**src/rtl/perf_counter_bank_pkg.sv**
```systemverilog
// perf_pkg: shared state type and sizing helpers for the counter bank.
// Build option PERF_SATURATE_EN selects saturating counters with ovf flags.
package perf_pkg;

  typedef enum logic [1:0] {
    COUNT,
    DUMP,
    DONE
  } perfState_t;

  function automatic int clog2(input int v);
    int r;
    r = 0;
    for (int i = 0; i < 31; i++)
      if ((1 << i) < v) r = i + 1;
    return r;
  endfunction

  function automatic int dumpLen(input int numEvt);
    return numEvt + 1;
  endfunction

endpackage

```
**src/rtl/perf_counter_bank_if.sv**
```systemverilog
// Dump port of the counter bank: valid/ready stream of (idx, data) words.
// master: bank drives valid/idx/data/done; slave: consumer drives ready.
interface perf_counter_bank_if #(
  parameter int IDX_W = 3,
  parameter int CNT_W = 32
);
  logic             dump_valid;
  logic             dump_ready;
  logic [IDX_W-1:0] dump_idx;
  logic [CNT_W-1:0] dump_data;
  logic             dump_done;

  modport master (
    output dump_valid, dump_idx, dump_data, dump_done,
    input  dump_ready
  );

  modport slave (
    input  dump_valid, dump_idx, dump_data, dump_done,
    output dump_ready
  );
endinterface

```
**src/rtl/perf_counter_bank_counter.sv**
```systemverilog
// perf_counter: one CNT_W event counter. Ports: clk, rst, inc, clr, freeze, val,
// plus sticky ovf when PERF_SATURATE_EN is defined (counter then saturates).
module perf_counter #(
  parameter int CNT_W = 32
) (
  input  logic             clk,
  input  logic             rst,
  input  logic             inc,
  input  logic             clr,
  input  logic             freeze,
  output logic [CNT_W-1:0] val
`ifdef PERF_SATURATE_EN
  ,
  output logic             ovf
`endif
);

  logic bump;
  assign bump = inc && !freeze;

  always_ff @(posedge clk or posedge rst) begin
    if (rst) begin
      val <= '0;
    end else if (clr) begin
      val <= '0;
    end else if (bump) begin
`ifdef PERF_SATURATE_EN
      if (val != '1) val <= val + CNT_W'(1);
`else
      val <= val + CNT_W'(1);
`endif
    end
  end

`ifdef PERF_SATURATE_EN
  // Sticky: set by any increment attempted while already at all-ones.
  always_ff @(posedge clk or posedge rst) begin
    if (rst) begin
      ovf <= 1'b0;
    end else if (clr) begin
      ovf <= 1'b0;
    end else if (bump && (val == '1)) begin
      ovf <= 1'b1;
    end
  end
`endif

endmodule

```
**src/rtl/perf_counter_bank.sv**
```systemverilog
// perf_counter_bank: cycle + NUM_EVT event counters; halt freezes and dumps them.
// Ports: clk, rst, evt, halt, clr, frozen, cycle_cnt, dump (if); ovf with PERF_SATURATE_EN.
module perf_counter_bank
  import perf_pkg::*;
#(
  parameter int NUM_EVT = 4,
  parameter int CNT_W   = 32
) (
  input  logic               clk,
  input  logic               rst,
  input  logic [NUM_EVT-1:0] evt,
  input  logic               halt,
  input  logic               clr,
  output logic               frozen,
  output logic [CNT_W-1:0]   cycle_cnt,
`ifdef PERF_SATURATE_EN
  output logic [NUM_EVT:0]   ovf,
`endif
  perf_counter_bank_if.master dump
);

  localparam int IDX_W    = clog2(NUM_EVT + 1);
  localparam int DUMP_LEN = dumpLen(NUM_EVT);
  localparam logic [IDX_W-1:0] LAST_IDX = IDX_W'(DUMP_LEN - 1);

  perfState_t       state, stateNext;
  logic [IDX_W-1:0] ptr, ptrNext;
  logic [CNT_W-1:0] cnt [NUM_EVT+1];
  logic [NUM_EVT:0] inc;
  logic             freeze;
  logic [CNT_W-1:0] rdData;

  // Slot 0 is the free-running cycle counter.
  assign inc    = {evt, 1'b1};
  assign freeze = (state != COUNT);

  for (genvar g = 0; g <= NUM_EVT; g++) begin : gCnt
    perf_counter #(.CNT_W(CNT_W)) uCnt (
      .clk    (clk),
      .rst    (rst),
      .inc    (inc[g]),
      .clr    (clr),
      .freeze (freeze),
      .val    (cnt[g])
`ifdef PERF_SATURATE_EN
      ,
      .ovf    (ovf[g])
`endif
    );
  end

  always_ff @(posedge clk or posedge rst) begin
    if (rst) begin
      state <= COUNT;
      ptr   <= '0;
    end else begin
      state <= stateNext;
      ptr   <= ptrNext;
    end
  end

  always_comb begin
    stateNext = state;
    ptrNext   = ptr;
    if (clr) begin
      stateNext = COUNT;
      ptrNext   = '0;
    end else begin
      unique case (state)
        COUNT: if (halt) stateNext = DUMP;
        DUMP: begin
          if (dump.dump_ready) begin
            if (ptr == LAST_IDX) stateNext = DONE;
            else ptrNext = ptr + IDX_W'(1);
          end
        end
        DONE: stateNext = DONE;
        default: stateNext = COUNT;
      endcase
    end
  end

  always_comb begin
    rdData = '0;
    for (int i = 0; i <= NUM_EVT; i++)
      if (ptr == IDX_W'(i)) rdData = cnt[i];
  end

  assign frozen          = freeze;
  assign cycle_cnt       = cnt[0];
  assign dump.dump_valid = (state == DUMP);
  assign dump.dump_done  = (state == DONE);
  assign dump.dump_idx   = ptr;
  assign dump.dump_data  = (state == DUMP) ? rdData : '0;

endmodule

```
**src/flat_wrapper.sv**
```systemverilog
// flat-port wrapper written by rule: the top's interface ports become plain ports
module perf_counter_bank_flat import perf_pkg::*;
#(
  parameter int NUM_EVT = 4,
  parameter int CNT_W   = 32
)
  (clk, rst, evt, halt, clr, frozen, cycle_cnt, dump_dump_valid, dump_dump_idx, dump_dump_data, dump_dump_done, dump_dump_ready);
  perf_counter_bank_if #(.IDX_W((clog2(NUM_EVT + 1))), .CNT_W(CNT_W)) dump_i ();
  input  logic clk;
  input  logic rst;
  input  logic [NUM_EVT-1:0] evt;
  input  logic halt;
  input  logic clr;
  output logic frozen;
  output logic [CNT_W-1:0] cycle_cnt;
  output wire logic [$bits(dump_i.dump_valid)-1:0] dump_dump_valid;
  output wire logic [$bits(dump_i.dump_idx)-1:0] dump_dump_idx;
  output wire logic [$bits(dump_i.dump_data)-1:0] dump_dump_data;
  output wire logic [$bits(dump_i.dump_done)-1:0] dump_dump_done;
  input wire logic [$bits(dump_i.dump_ready)-1:0] dump_dump_ready;
  assign dump_dump_valid = dump_i.dump_valid;
  assign dump_dump_idx = dump_i.dump_idx;
  assign dump_dump_data = dump_i.dump_data;
  assign dump_dump_done = dump_i.dump_done;
  assign dump_i.dump_ready = dump_dump_ready;
  perf_counter_bank #(.NUM_EVT(NUM_EVT), .CNT_W(CNT_W)) u_core (.clk(clk), .rst(rst), .evt(evt), .halt(halt), .clr(clr), .frozen(frozen), .cycle_cnt(cycle_cnt), .dump(dump_i));
endmodule
```
**config.mk**
```make
export PLATFORM = sky130hd
export DESIGN_NAME = perf_counter_bank_flat
export DESIGN_NICKNAME = d
export VERILOG_FILES = /design/src/rtl/perf_counter_bank_pkg.sv /design/src/rtl/perf_counter_bank_if.sv /design/src/rtl/perf_counter_bank_counter.sv /design/src/rtl/perf_counter_bank.sv /design/src/flat_wrapper.sv
export SDC_FILE = /design/constraint.sdc
export NUM_CORES = 1
export LEC_CHECK = 0
export ABC_AREA = 1
export CAP_MARGIN = 20
export CORE_MARGIN = 5
export CORE_UTILIZATION = 62
export CTS_BUF_LIST = sky130_fd_sc_hd__clkbuf_4 sky130_fd_sc_hd__clkbuf_8 sky130_fd_sc_hd__clkbuf_16
export DETAILED_ROUTE_END_ITERATION = 10
export HOLD_SLACK_MARGIN = 0.02
export PLACE_DENSITY_LB_ADDON = 0.25
export SKIP_CTS_REPAIR_TIMING = 1
export SLEW_MARGIN = 10
export SYNTH_ARGS = -nofsm -noshare
export SYNTH_HDL_FRONTEND = slang
export SYNTH_SLANG_ARGS = --single-unit
```
**constraint.sdc**
```tcl
create_clock -name clk -period 8.7 [get_ports clk]
set_clock_uncertainty 0.2 [all_clocks]
set_input_delay 1.74 -clock clk [delete_from_list [all_inputs] [get_ports clk]]
set_output_delay 1.74 -clock clk [all_outputs]
set_load 0.005 [all_outputs]
```
# After elaboration in Yosys (flattened, before gate mapping)
# Cells that the tools add are included.
[classes]
add_sub_neg = 6
n_reduce_logical = 16
n_mux = 25
eq_ne = 11
[op_table]
columns = ["cell", "count"]
rows = [
  ["$mux 32", 16],
  ["$add 32x1->32 const B", 5],
  ["$reduce_bool 2->1", 7],
  ["$mux 3", 4],
  ["$mux 2", 4],
  ["$eq 3x2->1 const B", 2],
  ["$ne 3x2->1 const B", 2],
  ["$pmux 2 s3", 1],
  ["$reduce_and 3->1", 2],
  ["$logic_and 1x1->1", 4],
  ["$ne 2x2->1 const B", 2],
  ["$add 3x1->3 const B", 1],
  ["$eq 3x1->1 const B", 1],
  ["$eq 3x3->1 const B", 1],
  ["$logic_not 3->1", 1],
  ["$ne 3x3->1 const B", 1],
  ["$eq 2x1->1 const B", 1],
  ["$eq 2x2->1 const B", 1],
  ["$logic_not 2->1", 1],
  ["$logic_not 1->1", 1],
]
[totals]
regBits = 165
input_bits = 9

# Longest topological paths before layout
[logic_depth]
word_depth = 7
ltp_mapped = 12

# Hierarchy
# Synthesis repeated with hierarchy kept, for this count alone.
[hier_totals]
hier_cells = 2058
hier_area_um2 = 12469.5
[by_module_without_submodules]
columns = ["module", "cells_each", "instances", "area_each_um2", "seq_area_each_um2"]
rows = [
  ["perf_counter", 312, 5, 2030.7, 800.8],
  ["perf_counter_bank", 498, 1, 2316.0, 125.1],
]

# Worst setup path after synthesis
# No wires, ideal clock.
[synth_path]
path_type = "register to output"
start = "register u_core.ptr[0], in the netlist u_core.dump.dump_idx[0]"
end = "output dump_dump_data[20]"
arrival_time_ns = 1.615
t_required_ns = 6.760
path_stages_with_launch = 8
setup_slack_ns = 5.145
cell_sequence = "dfrtp_1 -> ha_1 -> ha_1 -> inv_1 -> clkbuf_1 -> buf_2 -> nand3_1 -> a21oi_1"
[synth_via]
elab_chain_len = 7
[synth_lines]
columns = ["item", "line_no", "text"]
rows = [
  ["from (decl)", "perf_counter_bank.sv:27", "logic [IDX_W-1:0] ptr, ptrNext;"],
  ["from (signal assigned)", "perf_counter_bank.sv:58", "ptr <= ptrNext;"],
  ["$logic_not 3->1", "perf_counter_bank.sv:86", "if (ptr == IDX_W'(i)) rdData = cnt[i];"],
  ["$mux 32 (4 in series)", "perf_counter_bank.sv:86", ""],
  ["$mux 32 (*)", "perf_counter_bank.sv:86", ""],
  ["$mux 32 (*)", "perf_counter_bank.sv:94", "assign dump.dump_data = (state == DUMP) ? rdData : '0;"],
  ["to (decl)", "flat_wrapper.sv:18", "output wire logic [$bits(dump_i.dump_data)-1:0] dump_dump_data;"],
]
# Every way passes the cells marked *; elsewhere a longest branch is shown, timed or not.

# Worst setup path in the final report
[layout_path]
start = "register u_core.ptr[0], in the netlist u_core.dump.dump_idx[0]"
end = "output dump_dump_data[18]"
# The elaborated chain is that of the path after synthesis.

==> Implementation_results.wiki <==
{| class="wikitable"
! Metric !! Value
|-
| Proportion of power drawn by combinational gates || 0.281
|-
| Wire length after detailed routing || ~37000 µm
|-
| Startpoint class of the critical path || flop
|-
| Net load switching power || 796 µW
|-
| Antenna violations before repair || 0
|-
| Top-level port count || 79
|-
| CTS tree || yes
|-
| Final antenna diode count || 0
|-
| 1st-iter DRT viols || between 1500 and 2000
|-
| Reg2reg start || u_core.state[0]
|-
| Library cells used by synthesis || 42
|-
| Remaining antenna violation count || 0
|-
| Avg Cell Area, Syn || about 6.5 µm²
|-
| Part of the power in registers || 0.364
|-
| Post-layout power || approximately 2.2 mW
|-
| Endpoints failing hold || 0
|-
| Worst r2r path cells || 11
|-
| Period utilisation layout || 0.605
|-
| Relative slew margins || 0.490
|-
| Leak pwr || between 5 and 6 nW
|-
| Setup TNS Final || 0 ns
|-
| Clock transition at the register clock pins on the worst setup and hold paths after CTS || ~0.060 ns
|-
| Pins over their slew limit || 0
|-
| Global-route wire length before repair || 59200 µm
|-
| Element type at the critical path end || output port
|-
| Total of fill cells in the finished design || 1579
|-
| Global-route congestion overflow total || 0
|-
| Area growth, synth to finish || 11.4%
|-
| Bufs on Longest Clock Path || 2
|-
| Via-to-Cell Ratio || just under 6
|-
| Clock root cell || sky130_fd_sc_hd__clkbuf_16
|-
| Width of the die || 147 µm
|-
| Number of max-cap violations || 0
|-
| CTS H-tree lvls || 4
|-
| Overall global routing resource usage || 0.343
|-
| Minimum setup slack among reg-to-reg paths || 5.88 ns
|-
| Predominant post-synthesis flop cell || sky130_fd_sc_hd__dfrtp_1
|-
| Chip height || 147 µm
|-
| Post-route minimum period || 5.26 ns
|-
| Synth Warn # || 0
|-
| Drt wl/cell || 18.2 µm
|-
| Main area contributors after synthesis || sky130_fd_sc_hd__dfrtp_1 36%, sky130_fd_sc_hd__nand2_1 14%, sky130_fd_sc_hd__nor2_1 9.2%, sky130_fd_sc_hd__inv_1 7.0%, sky130_fd_sc_hd__nand3_1 6.6%
|-
| Starting density of the core || 0.625
|-
| Standard-cell row count || 50
|-
| Routed via count || ~12000
|-
| Number of synthesized register bits || around 170
|-
| Gate Count Post-Synth || around 1800
|-
| Critical-path maximum fanout || 26
|-
| Layout cell share with drive strength beyond 1 || 0.0698
|-
| Most frequent cell after synthesis || sky130_fd_sc_hd__nand2_1
|-
| Die area || around 0.022 mm²
|-
| GPL Wtd Cong || 1.02
|-
| Summed instance area of the synthesized netlist || 0.0116 mm²
|-
| Detailed-placement wirelength estimate || ~28000 µm
|-
| Number of enable-type register cells in the synthesized netlist || 0
|-
| Maximum number of pins on one net before global-route repair || between 100 and 150
|-
| First-pass iteration count of the detailed router || 6
|-
| Internal power consumption || ~1.4 mW
|-
| Actual slew at the worst max-slew pin || 0.765 ns
|-
| Synth top cells by count || 435 x sky130_fd_sc_hd__nand2_1, 284 x sky130_fd_sc_hd__nor2_1, 218 x sky130_fd_sc_hd__inv_1
|-
| Count of endpoints failing setup in the final report || 0
|-
| Insertion delay to the later sink of the worst-skew pair || 0.45 ns
|-
| DRC violation count after routing || 0
|-
| Sequential cell area fraction in the yosys report || 0.356
|-
| Number of global-route vias before repair || around 11000
|-
| Pwr Density || 173 mW/mm²
|-
| Clock share of power || 0.356
|-
| Net Count, Synth || between 1500 and 2000
|-
| Largest area contributor in the synthesized netlist || sky130_fd_sc_hd__dfrtp_1
|-
| Hold Path Class || flop to flop
|-
| Critical Path AT || around 3.3 ns
|-
| Worst setup path startpoint || u_core.dump.dump_idx[0]
|-
| Area share of the leading cell type in the synthesized netlist || 0.356
|-
| Worst setup endpoint || dump_dump_data[18]
|-
| Worst reg2reg path endpoint || u_core.gCnt[0].uCnt.val[27]
|-
| Total clock buffers created by CTS || 17
|-
| Required time worst endpoint || 6.76 ns
|-
| Worst-case vdd ir drop || 0.136 mV
|-
| Synth async-reset ratio || 1.00
|-
| Sw Share || 0.356
|-
| Clock net sink count || between 150 and 200
|-
| Floorplan Core Area || ~0.019 mm²
|-
| Layout net count || 1831
|-
| Number of buffers added on ports || around 80
|-
| Top achievable clock speed || between 0.15 and 0.2 GHz
|-
| Result of the run || finished, final reports clean
|-
| Setup repair after global routing missed its margin || false
|-
| Setup CP Type || flop to output port
|}
==> final cells by class <==
class                   count  area, µm²  share of cell area
flip-flops and latches    165       4130               0.319
repair buffers             89        898              0.0694
clock inverters            11        153              0.0118
inverters                 235        897              0.0693
well taps                 234        293              0.0226
multi-input cells        1300       6110               0.472
clock buffers              20        454              0.0351
==> power groups by stage <==
| stage | registers [mW] | clock network (mW) | logic (mW) |
|---|---|---|---|
| 5_1_grt | 0.816 | 0.833 | 0.679 |
| 4_1_cts | 0.813 | 0.797 | 0.606 |
| 2_1_floorplan | 0.819 | 0 | 0.390 |
| 3_5_place_dp | 0.828 | 0 | 0.602 |
| 3_3_place_gp | 0.827 | 0 | 0.595 |
| 6_report | 0.814 | 0.796 | 0.628 |
==> critical path, cell delays in order, from the launching register on <==
cell and delay [ns]:
sky130_fd_sc_hd__dfrtp_1 0.42, sky130_fd_sc_hd__inv_1 0.13, sky130_fd_sc_hd__ha_1 0.34, sky130_fd_sc_hd__nand3_2 0.49, sky130_fd_sc_hd__o211ai_1 0.54, sky130_fd_sc_hd__nand3_1 0.22, sky130_fd_sc_hd__a21oi_1 0.20, sky130_fd_sc_hd__clkdlybuf4s50_1 0.53
==> worst min-delay path by stage <==
stage                     cells past startpoint                          to                  startpoint  slack [ns]
after global routing                          1  u_core.gCnt[4].uCnt.val[9]  u_core.gCnt[4].uCnt.val[9]        0.35
after detailed placement                      1  u_core.gCnt[4].uCnt.val[9]  u_core.gCnt[4].uCnt.val[9]        0.32
final                                         1  u_core.gCnt[3].uCnt.val[5]  u_core.gCnt[3].uCnt.val[5]        0.33
after CTS                                     1  u_core.gCnt[4].uCnt.val[9]  u_core.gCnt[4].uCnt.val[9]        0.33
after global placement                        1  u_core.gCnt[3].uCnt.val[5]  u_core.gCnt[3].uCnt.val[5]        0.31
after floorplan                               1  u_core.gCnt[3].uCnt.val[5]  u_core.gCnt[3].uCnt.val[5]        0.27
==> through the flow <==
step | area [µm²] | utilization | cells | hold slack [ns] | worst slack (ns)
floorplan | 11600 | - | 1783 | 0.267 | 2.30
global placement | 12300 | 0.660 | 2020 | 0.310 | 3.93
detailed placement | 12300 | 0.660 | 2020 | 0.322 | 3.88
CTS | 12900 | 0.693 | 2051 | 0.331 | 3.42
global route | 12900 | 0.696 | 2054 | 0.350 | 3.39
finish | 12900 | 0.696 | 2054 | 0.329 | 3.44
==> cells by family after synthesis <==
family                     share of synthesized area
buffers and inverters                          0.118
and+or+nand+nor                                0.393
adders and majority gates                     0.0151
AOI/OAI and AO/OA                              0.118
DFF                                            0.356
==> state kept, by name, summed over array words and instances, names as in the netlist <==
name / count
u_core.gCnt.uCnt.val: 160
u_core.dump.dump_idx: 3
u_core.state: 2
==> cell usage in the layout (no fill, tap or decap), types with 6 or more instances in the layout <==
cell type and count:
sky130_fd_sc_hd__inv_1 217, sky130_fd_sc_hd__nand2_2 8, sky130_fd_sc_hd__ha_1 14, sky130_fd_sc_hd__or2_2 6, sky130_fd_sc_hd__nand3_1 153, sky130_fd_sc_hd__nor2_2 26
sky130_fd_sc_hd__nand4_1 35, sky130_fd_sc_hd__nor4_1 6, sky130_fd_sc_hd__buf_4 8, sky130_fd_sc_hd__nand2_1 435, sky130_fd_sc_hd__inv_2 13, sky130_fd_sc_hd__nor2_4 8
sky130_fd_sc_hd__a21oi_1 95, sky130_fd_sc_hd__clkbuf_16 17, sky130_fd_sc_hd__o211ai_1 31, sky130_fd_sc_hd__clkdlybuf4s50_1 78, sky130_fd_sc_hd__nor2_1 283, sky130_fd_sc_hd__nor3_1 48
sky130_fd_sc_hd__o21ai_0 105, sky130_fd_sc_hd__nand3_2 9, sky130_fd_sc_hd__dfrtp_1 165
==> metal layers <==
metal,GRT usage,vias to the layer above,routed length [µm],part of all wire
met2,0.519,683,16500,0.44
li1,-,5773,-,-
met4,0.151,0,1670,0.045
met3,0.0568,111,3630,0.097
met1,0.486,5629,15500,0.42
met5,0,-,0,0
(Power assumes the default switching activity.)
